File: config.mk
export PLATFORM = sky130hd
export DESIGN_NAME = seq_scan_ctrl
export DESIGN_NICKNAME = d
export VERILOG_FILES = /design/src/rtl/seq_scan_pkg.sv /design/src/rtl/pattern_detector.sv /design/src/rtl/seq_scan_ctrl.sv
export SDC_FILE = /design/constraint.sdc
export NUM_CORES = 1
export LEC_CHECK = 0
export BUFFER_PORTS_ARGS = -buffer_cell sky130_fd_sc_hd__buf_2
export CAP_MARGIN = 0
export CORE_AREA = 2 2 71 73
export CTS_BUF_LIST = sky130_fd_sc_hd__clkbuf_2 sky130_fd_sc_hd__clkbuf_4 sky130_fd_sc_hd__clkbuf_8
export DETAILED_ROUTE_END_ITERATION = 10
export DIE_AREA = 0 0 73 75
export PLACE_DENSITY = 0.61
export RECOVER_POWER = 50
export SYNTH_ARGS = -nofsm -noshare
export SYNTH_HDL_FRONTEND = slang
export SYNTH_HIERARCHICAL = 1
export SYNTH_SLANG_ARGS = --single-unit
File: constraint.sdc
create_clock -name clk -period 5.7 [get_ports clk]
set_input_delay 0.855 -clock clk [delete_from_list [all_inputs] [get_ports clk]]
set_output_delay 0.855 -clock clk [all_outputs]
set_load 0.02 [all_outputs]
File: src/rtl/seq_scan_pkg.sv
// seq_scan_pkg
//   Shared definitions for the frame scan controller: FSM state encoding and
//   default datapath widths used by seq_scan_ctrl and pattern_detector.
package seq_scan_pkg;

  localparam int DEF_WORD_W = 8;
  localparam int DEF_PAT_W  = 4;
  localparam int DEF_CNT_W  = 8;

  typedef enum logic [1:0] {
    ST_IDLE  = 2'd0,
    ST_ARM   = 2'd1,
    ST_SHIFT = 2'd2,
    ST_DONE  = 2'd3
  } state_t;

endpackage

File: src/rtl/pattern_detector.sv
// pattern_detector
//   Bit-serial Moore detector for a PAT_W-bit pattern. Keeps the recent bit
//   history and a saturating fill count, so a hit needs PAT_W bits received
//   since the last clear (or since the last hit in non-overlap mode).
// Ports
//   clk, reset_n   clock, async active-low reset
//   i_bit_valid    i_bit is a new serial bit this cycle
//   i_bit          serial data bit
//   i_pattern      pattern to match, first-received bit at MSB
//   i_overlap      1 = overlapping matches, 0 = restart fill after a hit
//   i_clear        clear history and fill (frame start)
//   o_hit          combinational hit for the bit presented this cycle
//   o_match_tick   registered hit, one cycle after the bit
module pattern_detector #(
  parameter int PAT_W = 4
) (
  input  logic             clk,
  input  logic             reset_n,
  input  logic             i_bit_valid,
  input  logic             i_bit,
  input  logic [PAT_W-1:0] i_pattern,
  input  logic             i_overlap,
  input  logic             i_clear,
  output logic             o_hit,
  output logic             o_match_tick
);

  localparam int FILL_W = $clog2(PAT_W + 1);

  logic [PAT_W-1:0]  r_hist;
  logic [FILL_W-1:0] r_fill;
  logic              r_match_tick;

  logic [PAT_W-1:0]  w_hist;
  logic [FILL_W-1:0] w_fill;
  logic              w_hit;

  assign w_hist = {r_hist[PAT_W-2:0], i_bit};
  assign w_fill = (r_fill == FILL_W'(PAT_W)) ? r_fill : r_fill + FILL_W'(1);
  assign w_hit  = i_bit_valid && (w_hist == i_pattern) && (w_fill >= FILL_W'(PAT_W));

  always_ff @(posedge clk or negedge reset_n) begin
    if (!reset_n) begin
      r_hist       <= '0;
      r_fill       <= '0;
      r_match_tick <= 1'b0;
    end else if (i_clear) begin
      r_hist       <= '0;
      r_fill       <= '0;
      r_match_tick <= 1'b0;
    end else begin
      r_match_tick <= w_hit;
      if (i_bit_valid) begin
        r_hist <= w_hist;
        // Non-overlap: history is kept, but PAT_W fresh bits are required.
        r_fill <= (w_hit && !i_overlap) ? '0 : w_fill;
      end
    end
  end

  assign o_hit        = w_hit;
  assign o_match_tick = r_match_tick;

endmodule

File: src/rtl/seq_scan_ctrl.sv
// seq_scan_ctrl
//   Accepts words over valid/ready and shifts each MSB-first into a
//   pattern_detector, one bit per clock. Counts detections per frame
//   (saturating) and pulses done after the last bit of the last word.
// Ports
//   clk, reset_n             clock, async active-low reset
//   start                    begin frame (IDLE only)
//   cfg_pattern, cfg_overlap detector config, latched on accepted start
//   word_in, word_valid,
//   word_last, word_ready    word handshake
//   busy                     frame in progress
//   match_tick               one pulse per detection
//   match_count              detections in current/last frame
//   done                     one pulse at frame end
module seq_scan_ctrl
  import seq_scan_pkg::*;
#(
  parameter int WORD_W = DEF_WORD_W,
  parameter int PAT_W  = DEF_PAT_W,
  parameter int CNT_W  = DEF_CNT_W
) (
  input  logic              clk,
  input  logic              reset_n,
  input  logic              start,
  input  logic [PAT_W-1:0]  cfg_pattern,
  input  logic              cfg_overlap,
  input  logic [WORD_W-1:0] word_in,
  input  logic              word_valid,
  input  logic              word_last,
  output logic              word_ready,
  output logic              busy,
  output logic              match_tick,
  output logic [CNT_W-1:0]  match_count,
  output logic              done
);

  localparam int BCNT_W = (WORD_W > 1) ? $clog2(WORD_W) : 1;

  state_t             r_state;
  logic [WORD_W-1:0]  r_shreg;
  logic               r_last;
  logic [BCNT_W-1:0]  r_bit_cnt;
  logic [PAT_W-1:0]   r_pattern;
  logic               r_overlap;
  logic               r_word_ready;
  logic               r_busy;
  logic               r_done;
  logic [CNT_W-1:0]   r_match_count;

  logic w_start_ok;
  logic w_bit_valid;
  logic w_bit;
  logic w_hit;
  logic w_match_tick;

  assign w_start_ok  = (r_state == ST_IDLE) && start;
  assign w_bit_valid = (r_state == ST_SHIFT);
  assign w_bit       = r_shreg[WORD_W-1];

  always_ff @(posedge clk or negedge reset_n) begin
    if (!reset_n) begin
      r_state      <= ST_IDLE;
      r_shreg      <= '0;
      r_last       <= 1'b0;
      r_bit_cnt    <= '0;
      r_pattern    <= '0;
      r_overlap    <= 1'b0;
      r_word_ready <= 1'b0;
      r_busy       <= 1'b0;
      r_done       <= 1'b0;
    end else begin
      r_done <= 1'b0;
      case (r_state)
        ST_IDLE: begin
          if (start) begin
            r_pattern    <= cfg_pattern;
            r_overlap    <= cfg_overlap;
            r_word_ready <= 1'b1;
            r_busy       <= 1'b1;
            r_state      <= ST_ARM;
          end
        end
        ST_ARM: begin
          if (word_valid && r_word_ready) begin
            r_shreg      <= word_in;
            r_last       <= word_last;
            r_bit_cnt    <= '0;
            r_word_ready <= 1'b0;
            r_state      <= ST_SHIFT;
          end
        end
        ST_SHIFT: begin
          r_shreg   <= r_shreg << 1;
          r_bit_cnt <= r_bit_cnt + BCNT_W'(1);
          if (r_bit_cnt == BCNT_W'(WORD_W - 1)) begin
            if (r_last) begin
              r_done  <= 1'b1;
              r_state <= ST_DONE;
            end else begin
              r_word_ready <= 1'b1;
              r_state      <= ST_ARM;
            end
          end
        end
        ST_DONE: begin
          r_busy  <= 1'b0;
          r_state <= ST_IDLE;
        end
        default: begin
          r_word_ready <= 1'b0;
          r_busy       <= 1'b0;
          r_state      <= ST_IDLE;
        end
      endcase
    end
  end

  // Count uses the detector's combinational hit so it lines up with match_tick.
  always_ff @(posedge clk or negedge reset_n) begin
    if (!reset_n) begin
      r_match_count <= '0;
    end else if (w_start_ok) begin
      r_match_count <= '0;
    end else if (w_hit && (r_match_count != {CNT_W{1'b1}})) begin
      r_match_count <= r_match_count + CNT_W'(1);
    end
  end

  pattern_detector #(
    .PAT_W (PAT_W)
  ) u_det (
    .clk          (clk),
    .reset_n      (reset_n),
    .i_bit_valid  (w_bit_valid),
    .i_bit        (w_bit),
    .i_pattern    (r_pattern),
    .i_overlap    (r_overlap),
    .i_clear      (w_start_ok),
    .o_hit        (w_hit),
    .o_match_tick (w_match_tick)
  );

  assign word_ready  = r_word_ready;
  assign busy        = r_busy;
  assign match_tick  = w_match_tick;
  assign match_count = r_match_count;
  assign done        = r_done;

endmodule

==> flow_metrics.env <==
export IMPL_critPathLaunch="r_state[0]"
export IMPL_syn_nets=203
export IMPL_async_reset_ff_share_pct=100
export IMPL_p_leak_nw=1.05
export IMPL_cts_setup_buffers=0
export IMPL_wl_um=3440
export IMPL_core_area_um2=4660
export IMPL_rows=25
export IMPL_die_h_um=75
export IMPL_p_int_w=0.000619
export IMPL_n_fill_cell=453
export IMPL_cts_root_buf="clkbuf_8"
export IMPL_crit_type="flop to flop"
export IMPL_vias_per_cell=5.06
export IMPL_io_pins=30
export IMPL_status="finished, violations left"
export IMPL_hold_viol=0
export IMPL_route_antenna_remaining_nets=0
export IMPL_first_pass_iters=4
export IMPL_ys_ff_latch=37
export IMPL_max_freq_mhz=386
export IMPL_avgSynthCellArea_um2=10.2
export IMPL_synth_flop_cell="dfrtp_1"
export IMPL_cts_resized=0
export IMPL_violations="max-capacitance violations, max-slew violations"
export IMPL_grt_pass1_wl_um=5830
export IMPL_maxSlewViolCount=38
export IMPL_layout_nets=232
export IMPL_die_x_um=73
export IMPL_diodes=0
export IMPL_yosys_warnings=6
export IMPL_r2r_start="r_state[0]"
export IMPL_worstPathMaxFanout=23
export IMPL_cts_sinks=37
export IMPL_cap_violations=1
export IMPL_grt_usage_pct=14.1
export IMPL_die_area_um2=5480
export IMPL_skew_ps=6.82
export IMPL_cts_buffer_depth=2
export IMPL_p_sw_w=0.000294
export IMPL_syn_area_um2=1840
export IMPL_gp_congestion=0.754
export IMPL_worst_pin_slew_ps=1960
export IMPL_setup_viol=0
export IMPL_synth_seq_area_share_pct=50.3
export IMPL_hpwlAfterDp_um=2370
export IMPL_hold_buffers=0
export IMPL_rsz0062_at_grt="false"
export IMPL_fin_setup_tns_ps=0
export IMPL_via_count=1335
export IMPL_comb_power_share_pct=26.1
export IMPL_cts_tree="done"
export IMPL_multiInputGateArea_um2=825
export IMPL_start_kind="flop"
export IMPL_relSlewSlack_pct=-30.9
export IMPL_switching_share_pct=32.2
export IMPL_io_buffers=29
export IMPL_fin_crit_sh_pct=45.4
export IMPL_antenna_found_initial=0
export IMPL_synth_distinct_cells=41
export IMPL_powerDensity_nw_per_um2=430
export IMPL_path_clk_slew_ps=80
export IMPL_cp_required_ps=5920
export IMPL_clock_latency_ps=290
export IMPL_synth_edf_count=0
export IMPL_h_tree_depth=2
export IMPL_areaGrowthSynthToFinish_pct=15.4
export IMPL_hold_class="flop to flop"
export IMPL_grt_pass1_vias=1226
export IMPL_grt_max_degree=38
export IMPL_wl_per_cell_um=13.0
export IMPL_timing_hold_ws_ps=486
export IMPL_drive_gt1_share_pct=19.0
export IMPL_initial_core_util_pct=39.5
export IMPL_ir_drop_v=0.000247
export IMPL_drt_iter0_drc=112
export IMPL_drc_errors=0
export IMPL_syn_inst=180
export IMPL_overflow=0
export IMPL_worstSetupEndpointType="flop"
export IMPL_seq_power_share_pct=44.3
export IMPL_period_needed_ps=2590
export IMPL_cts_buffers=5
export IMPL_critPathArrivalTime_ps=2800
export IMPL_hp_start="r_shreg[4]"
export IMPL_power_frac_clock_pct=29.6
export IMPL_layout_area_seq_um2=926
==> stage by stage <==
stage / cells / area [um2] / worst slack, ps / power [W] / utilization, %
after floorplan: 180 / 1840 / 3470 / 0.000602 / -
after global placement: 256 / 2000 / 3180 / 0.000649 / 43.0
after detailed placement: 256 / 2000 / 3120 / 0.000657 / 43.0
after CTS: 264 / 2140 / 3090 / 0.000930 / 45.8
after global routing: 264 / 2130 / 2840 / 0.000977 / 45.6
final: 264 / 2130 / 3110 / 0.000914 / 45.6
==> final cells by class <==
type	instances	area share, %
inverters	8	1.53
flip-flops and latches	37	43.6
multi-input cells	128	38.8
clock inverters	3	3.06
well taps	54	3.18
clock buffers	5	3.24
repair buffers	29	6.65
==> layout by cell type, fill, tap and decap left out, types with 2 or more instances in the layout <==
cell type  count
buf_2         26
xnor2_1        2
nand2b_1       2
mux2i_1       14
clkbuf_1       3
nand3_1        5
xnor2_2        2
o21bai_1       2
ha_1           5
a211oi_1       2
and3_1         3
nor3_1         2
clkbuf_8       5
o21ai_0       14
inv_1          7
dfrtp_1       37
a21oi_1       12
nor2_1         4
nand4_1        2
nand2_1       37
bufinv_16      2
and4_1         2
==> critical path: stages (launching register included) <==
cell,delay [ps]
dfrtp_1,430
nand2b_1,250
inv_1,540
o211ai_2,240
nor2_1,330
nand4_1,220
a2111o_1,420
o21ai_0,70
==> registers in the layout (all words and copies together) (netlist names) <==
signal and count:
match_count 8, u_det/o_match_tick 1, done 1, r_overlap 1, busy 1, r_bit_cnt 3, word_ready 1, u_det/r_fill 3
r_last 1, r_pattern 4, u_det/r_hist 3, r_state 2, r_shreg 8
==> final timing paths <==
check                      cells after the start  slack [ps]             end
max                                            7        3110  match_count[4]
min                                            2         490      r_shreg[5]
max reg2reg                                    7        3110  match_count[4]
min reg2reg                                    2         490      r_shreg[5]
max in group asynchronous                      1        3470  match_count[5]
min in group asynchronous                      1        1110    r_pattern[1]
==> power groups by stage <==
stage                     clock network (W)  registers (W)  logic, W
after CTS                          0.000277       0.000408  0.000245
after global routing               0.000285       0.000417  0.000275
after global placement                    0       0.000410  0.000239
after detailed placement                  0       0.000412  0.000245
after floorplan                           0       0.000400  0.000202
final                              0.000271       0.000405  0.000238
==> layer usage <==
| metal | track usage [%] | up-vias | routed length, um |
|---|---|---|---|
| met4 | 6.17 | 0 | 61 |
| met5 | 0 | - | 0 |
| li1 | - | 695 | - |
| met2 | 19.7 | 30 | 1470 |
| met1 | 20.1 | 603 | 1750 |
| met3 | 4.42 | 7 | 158 |
==> synth_stat cells, types with 2 or more instances <==
cell | instances | area (um2)
nand4_1 | 2 | 12.5
buf_4 | 2 | 15.0
buf_2 | 2 | 10.0
nand2_1 | 37 | 139
a211oi_1 | 2 | 15.0
and3_1 | 3 | 18.8
inv_1 | 7 | 26.3
mux2i_1 | 14 | 140
o21bai_1 | 2 | 15.0
nand2b_1 | 2 | 12.5
nor2_1 | 4 | 15.0
dfrtp_1 | 37 | 926
and4_1 | 2 | 17.5
nand3_1 | 5 | 25.0
o21ai_0 | 14 | 70.1
nor3_1 | 2 | 10.0
xnor2_2 | 2 | 32.5
xnor2_1 | 2 | 17.5
a21oi_1 | 12 | 60.1
buf_6 | 2 | 22.5
ha_1 | 5 | 62.6
==> kinds of logic after synthesis <==
family          synth area share, %
compound gates                 13.2
xor+xnor                       2.72
fa+ha+maj                      3.40
buf+inv                        4.62
flops                          50.3
mux                            8.22
simple gates                   17.6
No activity file was read; power rests on OpenSTA's default activity.
